$ cat config.mk
export PLATFORM = sky130hd
export DESIGN_NAME = truth_table_scanner_flat
export DESIGN_NICKNAME = d
export VERILOG_FILES = /design/src/rtl/truth_table_scanner_if.sv /design/src/rtl/truth_table_scanner.sv /design/src/flat_wrapper.sv
export SDC_FILE = /design/constraint.sdc
export NUM_CORES = 1
export LEC_CHECK = 0
export BUFFER_PORTS_ARGS = -buffer_cell sky130_fd_sc_hd__buf_2
export CORE_AREA = 2 2 68 70
export DETAILED_ROUTE_END_ITERATION = 12
export DIE_AREA = 0 0 70 72
export GPL_TIMING_DRIVEN = 1
export PLACE_DENSITY_LB_ADDON = 0.2
export SKIP_LAST_GASP = 1
export SLEW_MARGIN = 20
export SYNTH_ARGS = -nofsm -noshare
export SYNTH_HDL_FRONTEND = slang
export SYNTH_SLANG_ARGS = --single-unit
$ cat constraint.sdc
create_clock -name clk -period 2.1 [get_ports clk]
set_clock_uncertainty 0.1 [all_clocks]
set_input_delay 0.105 -clock clk [delete_from_list [all_inputs] [get_ports clk]]
set_output_delay 0.105 -clock clk [all_outputs]
set_load 0.02 [all_outputs]
$ cat src/rtl/truth_table_scanner_if.sv
// Stimulus/capture bundle between the truth-table scanner and the harness that drives f_in.
// The harness side (master) drives start and f_in; the scanner side (slave) drives everything else.
interface truth_table_scanner_if #(
  parameter int unsigned N_IN = 4
) ();
  localparam int unsigned NVEC = 2 ** N_IN;

  logic                start;
  logic                f_in;
  logic [N_IN-1:0]     vec;
  logic                busy;
  logic                done;
  logic [NVEC-1:0]     table_out;
  logic [N_IN:0]       mismatch_cnt;
  logic [N_IN-1:0]     first_fail;
  logic                fail_valid;
  logic                pass;

  modport master (
    output start, f_in,
    input  vec, busy, done, table_out, mismatch_cnt, first_fail, fail_valid, pass
  );

  modport slave (
    input  start, f_in,
    output vec, busy, done, table_out, mismatch_cnt, first_fail, fail_valid, pass
  );
endinterface

$ cat src/rtl/truth_table_scanner.sv
// Sweeps every input vector of an N_IN-input Boolean block, samples f_in after SETTLE cycles,
// builds the truth table and scores it against EXPECTED.
module truth_table_scanner #(
  parameter int unsigned        N_IN     = 4,
  parameter int unsigned        SETTLE   = 1,
  parameter logic [2**N_IN-1:0] EXPECTED = 16'hF031
) (
  input  logic                   clk,
  input  logic                   rst,
  truth_table_scanner_if.slave   bus
);

  localparam int unsigned NVEC = 2 ** N_IN;
  localparam int unsigned CW   = 4;
  localparam int unsigned MW   = N_IN + 1;
  localparam logic [N_IN-1:0] LAST_VEC = N_IN'(NVEC - 1);

  typedef enum logic [1:0] {IDLE, SCAN, DONE} state_t;

  state_t            state_q, state_d;
  logic [N_IN-1:0]   vec_q, vec_d;
  logic [CW-1:0]     cnt_q, cnt_d;
  logic              busy_q, busy_d;
  logic              done_q, done_d;
  logic [NVEC-1:0]   table_q, table_d;
  logic [MW-1:0]     mis_q, mis_d;
  logic [N_IN-1:0]   ff_q, ff_d;
  logic              fv_q, fv_d;
  logic              pass_q, pass_d;

  logic              sample_c;
  logic              last_c;
  logic              miss_c;

  assign sample_c = (state_q == SCAN) && (cnt_q == CW'(1));
  assign last_c   = (vec_q == LAST_VEC);

  // State register
  always_ff @(posedge clk) begin
    if (rst) state_q <= IDLE;
    else     state_q <= state_d;
  end

  // Next-state logic
  always_comb begin
    state_d = state_q;
    case (state_q)
      IDLE:    if (bus.start) state_d = SCAN;
      SCAN:    if (sample_c && last_c) state_d = DONE;
      DONE:    state_d = IDLE;
      default: state_d = IDLE;
    endcase
  end

  // Next values of the registered datapath and outputs
  always_comb begin
    vec_d   = vec_q;
    cnt_d   = cnt_q;
    busy_d  = busy_q;
    done_d  = 1'b0;
    table_d = table_q;
    mis_d   = mis_q;
    ff_d    = ff_q;
    fv_d    = fv_q;
    pass_d  = pass_q;
    miss_c  = 1'b0;
    case (state_q)
      IDLE: begin
        if (bus.start) begin
          table_d = '0;
          mis_d   = '0;
          ff_d    = '0;
          fv_d    = 1'b0;
          pass_d  = 1'b0;
          vec_d   = '0;
          busy_d  = 1'b1;
          cnt_d   = CW'(SETTLE);
        end
      end
      SCAN: begin
        cnt_d = cnt_q - CW'(1);
        if (sample_c) begin
          table_d[vec_q] = bus.f_in;
          miss_c = (bus.f_in != EXPECTED[vec_q]);
          if (miss_c) mis_d = mis_q + MW'(1);
          if (miss_c && !fv_q) begin
            ff_d = vec_q;
            fv_d = 1'b1;
          end
          if (last_c) begin
            busy_d = 1'b0;
            done_d = 1'b1;
            pass_d = (mis_d == '0);
          end else begin
            vec_d = vec_q + N_IN'(1);
            cnt_d = CW'(SETTLE);
          end
        end
      end
      DONE: vec_d = '0;
      default: ;
    endcase
  end

  // Datapath registers
  always_ff @(posedge clk) begin
    if (rst) begin
      vec_q   <= '0;
      cnt_q   <= '0;
      busy_q  <= 1'b0;
      done_q  <= 1'b0;
      table_q <= '0;
      mis_q   <= '0;
      ff_q    <= '0;
      fv_q    <= 1'b0;
      pass_q  <= 1'b0;
    end else begin
      vec_q   <= vec_d;
      cnt_q   <= cnt_d;
      busy_q  <= busy_d;
      done_q  <= done_d;
      table_q <= table_d;
      mis_q   <= mis_d;
      ff_q    <= ff_d;
      fv_q    <= fv_d;
      pass_q  <= pass_d;
    end
  end

  assign bus.vec          = vec_q;
  assign bus.busy         = busy_q;
  assign bus.done         = done_q;
  assign bus.table_out    = table_q;
  assign bus.mismatch_cnt = mis_q;
  assign bus.first_fail   = ff_q;
  assign bus.fail_valid   = fv_q;
  assign bus.pass         = pass_q;

endmodule

$ cat src/flat_wrapper.sv
// flat-port wrapper written by rule: the top's interface ports become plain ports
module truth_table_scanner_flat 
#(
  parameter int unsigned        N_IN     = 4,
  parameter int unsigned        SETTLE   = 1,
  parameter logic [2**N_IN-1:0] EXPECTED = 16'hF031
)
  (clk, rst, bus_start, bus_f_in, bus_vec, bus_busy, bus_done, bus_table_out, bus_mismatch_cnt, bus_first_fail, bus_fail_valid, bus_pass);
  truth_table_scanner_if #(.N_IN(N_IN)) bus_i ();
  input  logic clk;
  input  logic rst;
  input wire logic [$bits(bus_i.start)-1:0] bus_start;
  input wire logic [$bits(bus_i.f_in)-1:0] bus_f_in;
  output wire logic [$bits(bus_i.vec)-1:0] bus_vec;
  output wire logic [$bits(bus_i.busy)-1:0] bus_busy;
  output wire logic [$bits(bus_i.done)-1:0] bus_done;
  output wire logic [$bits(bus_i.table_out)-1:0] bus_table_out;
  output wire logic [$bits(bus_i.mismatch_cnt)-1:0] bus_mismatch_cnt;
  output wire logic [$bits(bus_i.first_fail)-1:0] bus_first_fail;
  output wire logic [$bits(bus_i.fail_valid)-1:0] bus_fail_valid;
  output wire logic [$bits(bus_i.pass)-1:0] bus_pass;
  assign bus_i.start = bus_start;
  assign bus_i.f_in = bus_f_in;
  assign bus_vec = bus_i.vec;
  assign bus_busy = bus_i.busy;
  assign bus_done = bus_i.done;
  assign bus_table_out = bus_i.table_out;
  assign bus_mismatch_cnt = bus_i.mismatch_cnt;
  assign bus_first_fail = bus_i.first_fail;
  assign bus_fail_valid = bus_i.fail_valid;
  assign bus_pass = bus_i.pass;
  truth_table_scanner #(.N_IN(N_IN), .SETTLE(SETTLE), .EXPECTED(EXPECTED)) u_core (.clk(clk), .rst(rst), .bus(bus_i));
endmodule
# [Word level (Yosys, flattened, before mapping)]
# Memories as Yosys holds them, arrays and structs flattened. A register that Yosys moved wholly into a read port is not among the register bits.
# Index checks and enable logic that the tools add are counted.
[classes] mul=0 n_mux=41 add_sub_neg=3 magnitude_cmp=2 n_eq_ne=11 bitwise_logic=2 shift=0 reduce_logical=16 div=0
[op_table] cell="two-way mux 4 bit" count=10
[op_table] cell="two-way mux 16 bit" count=2
[op_table] cell="one-hot mux 16 bit (2 select lines)" count=1
[op_table] cell="two-way mux 5 bit" count=5
[op_table] cell="bitwise mux 16 bit" count=1
[op_table] cell="one-hot mux 4 bit (2 select lines)" count=2
[op_table] cell="one-hot mux 4 bit (3 select lines)" count=1
[op_table] cell="AND reduction 4 bit" count=3
[op_table] cell="two-way mux 1 bit" count=11
[op_table] cell="one-hot mux 5 bit (2 select lines)" count=1
[op_table] cell="!= test 2 bit (second input constant)" count=4
[op_table] cell="one-hot mux 1 bit (2 select lines)" count=3
[op_table] cell="adder 5 x 1 -> 5 bit (second input constant)" count=1
[op_table] cell="zero test 5 bit" count=1
[op_table] cell="< comparator 4 x 5 -> 1 bit (second input constant)" count=1
[op_table] cell="adder 4 x 1 -> 4 bit (second input constant)" count=1
[op_table] cell="demux 1 bit (select 4 bit)" count=1
[op_table] cell="== test 4 x 1 -> 1 bit (second input constant)" count=1
[op_table] cell="== test 4 bit (second input constant)" count=1
[op_table] cell="greater-or-equal comparator 4 x 1 -> 1 bit (second input constant)" count=1
[op_table] cell="logical AND 1 bit" count=4
[op_table] cell="two-way mux 2 bit" count=2
[op_table] cell="!= test 2 x 1 -> 1 bit (second input constant)" count=2
[op_table] cell="one-hot mux 2 bit (2 select lines)" count=1
[op_table] cell="12 further kinds" count=14
[word_totals] input_bits=4 ram_bits=0 latchBits=0 elab_cells=86 n_memories=1 ff_bits=39 rom_bits=16
[memory_table] memory="(no name shown)" words=16 width=1 read_ports=1 rd_ports_with_merged_regs=1 wr=0 line_no="truth_table_scanner.sv:84" text="miss_c = (bus.f_in != EXPECTED[vec_q]);"

# [Logic depth before layout (Yosys ltp)]
[logic_depth] word_depth=10 ltp_mapped=9 mapped_depth_nobuf=7

# [Worst setup path before layout]
# No wires, ideal clock.
[synth_path] kind="reg2reg" start="reg u_core.vec_q[0], in the netlist u_core.bus.vec[0]" end="reg with a tool-made name" period_less_slack_ns=2.154 setup_slack_ns=-0.054 t_arrival_ns=1.932 n_path_buf=1 stages_incl_launch_ff=8 required_ns=1.878 path_cell_list="dfxtp_1 > ha_1 > clkbuf_1 > a31o_2 > a32o_1 > o2111ai_1 > and2_1 > o32a_1"
[synth_rtl] element="from (decl)" line_no="truth_table_scanner.sv:21" text="logic [N_IN-1:0] vec_q, vec_d;"
[synth_rtl] element="from (signal assigned)" line_no="truth_table_scanner.sv:118" text="vec_q <= vec_d;"

==> results.ini <==
[outcome]
run_status=complete, no violations

[logic_synthesis]
yosys.area.top_type=dfxtp_1
synth_edf_count=0
syn-cell-area_um2=2020
synth.top_cell.area_share=0.396
yosys_warnings=0
yosysMostFrequentCell=a21oi_1
synthFlopType=dfxtp_1
netlist_top_cells_area=dfxtp_1 (40%), a21oi_1 (11%), nand4_1 (5.6%)
synthTopCellsByCount=a21oi_1 (44), dfxtp_1 (40), nor2_1 (30)
synth-async-reset-ratio=0
synth_nets=263
ys_seq_elements=40
yosys.cell_types.count=48
synth_area_per_cell_um2=8.02
syn_inst=252
yosysSeqAreaShare=0.396

[grt]
first_global_vias=1704
grt_pass1_wl_um=8140
track_usage=0.199
grt_max_degree=25
grt-ovfl-total=0
antenna_found_initial=0

[sta]
fmax_mhz=512
holdWs_ns=0.0852
rsz0062_at_grt=false
post-route-min-period_ns=1.95
tns_ns=0
min_period_over_period=0.929
setup_violations=0
maxSlewViolCount=0
maxSlewHeadroom=0.672
hold_viol=0
tightest_slew_ns=0.491

[drt]
drc_errors=0
wl_um=4820
first_pass_iters=5
avgRoutedWirePerCell_um=14.3
drt-met1-wl_um=2260
vias_per_cell=5.61
ant_nets=0
vias=1890
drt_iter0_drc=125
top_layer_used=met4
wl_met2_um=2270
wl_met3_um=244

[clocking]
clk_pin_slew_ns=0.08
cts_tree=built
clkLatencyLatePin_ns=0.30
postCtsHoldBufs=0
cts_sinks=40
cts_max_path_buffers=2
post-cts-setup-buffer-count=0
clock-root-buffer=clkbuf_8
post_cts_resized=0
htreeDepth=2
numCtsBuffers=5

[worst_setup_path]
crit_path_end_kind=flop
cp_num_buf_inv=2
crit_fanout=9
cpPeakStageDelay_ns=0.36
criticalPathCategory=reg -> reg
worst_path_max_delay_cell=dfxtp_1
cp.required_ns=2.19
cp_cell_sequence=inv_1 -> ha_1 -> nand4bb_1 -> buf_4 -> a32o_1 -> o2111ai_1 -> and2_1 -> o32a_1
critPathArrivalTime_ns=2.05
cp_top_family=compound AO/OA/AOI/OAI gates
critPathLaunchType=flop

[cells_and_area]
drive_gt1_frac=0.242
areaGrowthSynthToFinish_pct=16.3
nNetsFinal=295
num_antenna_cells=0
final_area_um2=2350
final_util=0.551

[place]
place_area_um2=2250
gp_congestion=0.846
portBuffers=36
dpl.hpwl_um=3370

[power]
ir_drop_v=0.000366
leakagePower_uw=0.000951
power_density_nw_per_um2=652

[floorplan]
num_rows=24
io_pins=37
die_y_um=72
core_area_um2=4260
start_util=0.474
die_area_um2=5040
die_w_um=70

[hold_path]
hp-class=in -> reg

[flow_run]
cap_violations=0

-- power by group --
part | switching [µW] | leakage [µW] | internal [µW]
Clock | 284 | 0.0000434 | 266
Combinational | 123 | 0.000583 | 72.2
Sequential | 14.4 | 0.000325 | 773
-- layer usage --
| layer | vias up | track usage |
|---|---|---|
| met5 | - | 0 |
| met4 | 0 | 0.0833 |
| met3 | 4 | 0.0542 |
| met2 | 55 | 0.327 |
| met1 | 864 | 0.249 |
| li1 | 967 | - |
-- sequential cells by signal, summed over array words and instances, names as in the netlist, named ones only --
| signal | cells |
|---|---|
| u_core.bus.table_out | 16 |
| u_core.bus.mismatch_cnt | 5 |
| u_core.bus.first_fail | 4 |
| u_core.bus.vec | 4 |
| u_core.cnt_q | 4 |
| u_core.state_q | 2 |
| u_core.bus.busy | 1 |
| u_core.bus.done | 1 |
| u_core.bus.fail_valid | 1 |
| u_core.bus.pass | 1 |
-- worst paths after layout --
check,startpoint,endpoint,slack (ns),cells after the start
max reg2reg,u_core.cnt_q[1],flop,0.15,8
min reg2reg,u_core.bus.table_out[4],u_core.bus.table_out[4],0.38,2
max,u_core.cnt_q[1],flop,0.15,8
min,rst,u_core.bus.busy,0.09,2
-- cell type report --
type	count	area [µm²]
Multi-Input combinational cell	181	1080
Clock inverter	2	15.0
Timing Repair Buffer	49	278
Clock buffer	6	82.6
Inverter	7	26.3
Sequential cell	40	803
Fill cell	421	1910
Tap cell	52	65.1
-- stage by stage --
stage | power (µW) | std cells | setup slack [ns]
after detailed placement | 997 | 329 | 0.162
final | 1530 | 337 | 0.148
after global routing | 1590 | 337 | 0.0505
after global placement | 996 | 329 | 0.217
after floorplan | 946 | 252 | 0.0820
after CTS | 1550 | 337 | 0.159
-- placed cells by master (no fill, tap or decap), types with 3 or more instances in the layout --
master	netlist	layout
o21ai_0	19	19
buf_2	4	36
nand3_1	6	6
dfxtp_1	40	38
inv_1	7	7
nor2b_1	5	5
a21oi_1	44	44
nand4_1	18	18
a211oi_1	3	3
nor2_1	30	30
nand2_1	3	3
nor3_1	4	4
clkbuf_8	0	6
a22oi_1	5	5
ha_1	7	7
nand2b_1	4	4
buf_4	0	13
-- logic make-up after synthesis --
group / after synthesis / synth area share
AO/OA/AOI/OAI: 87 / 0.252
XOR/XNOR: 2 / 0.0124
adder cells (fa/ha/maj): 7 / 0.0433
buffers and inverters: 31 / 0.0693
flip-flops: 40 / 0.396
AND/OR/NAND/NOR: 85 / 0.227
No activity file was read; power rests on OpenSTA's default activity.
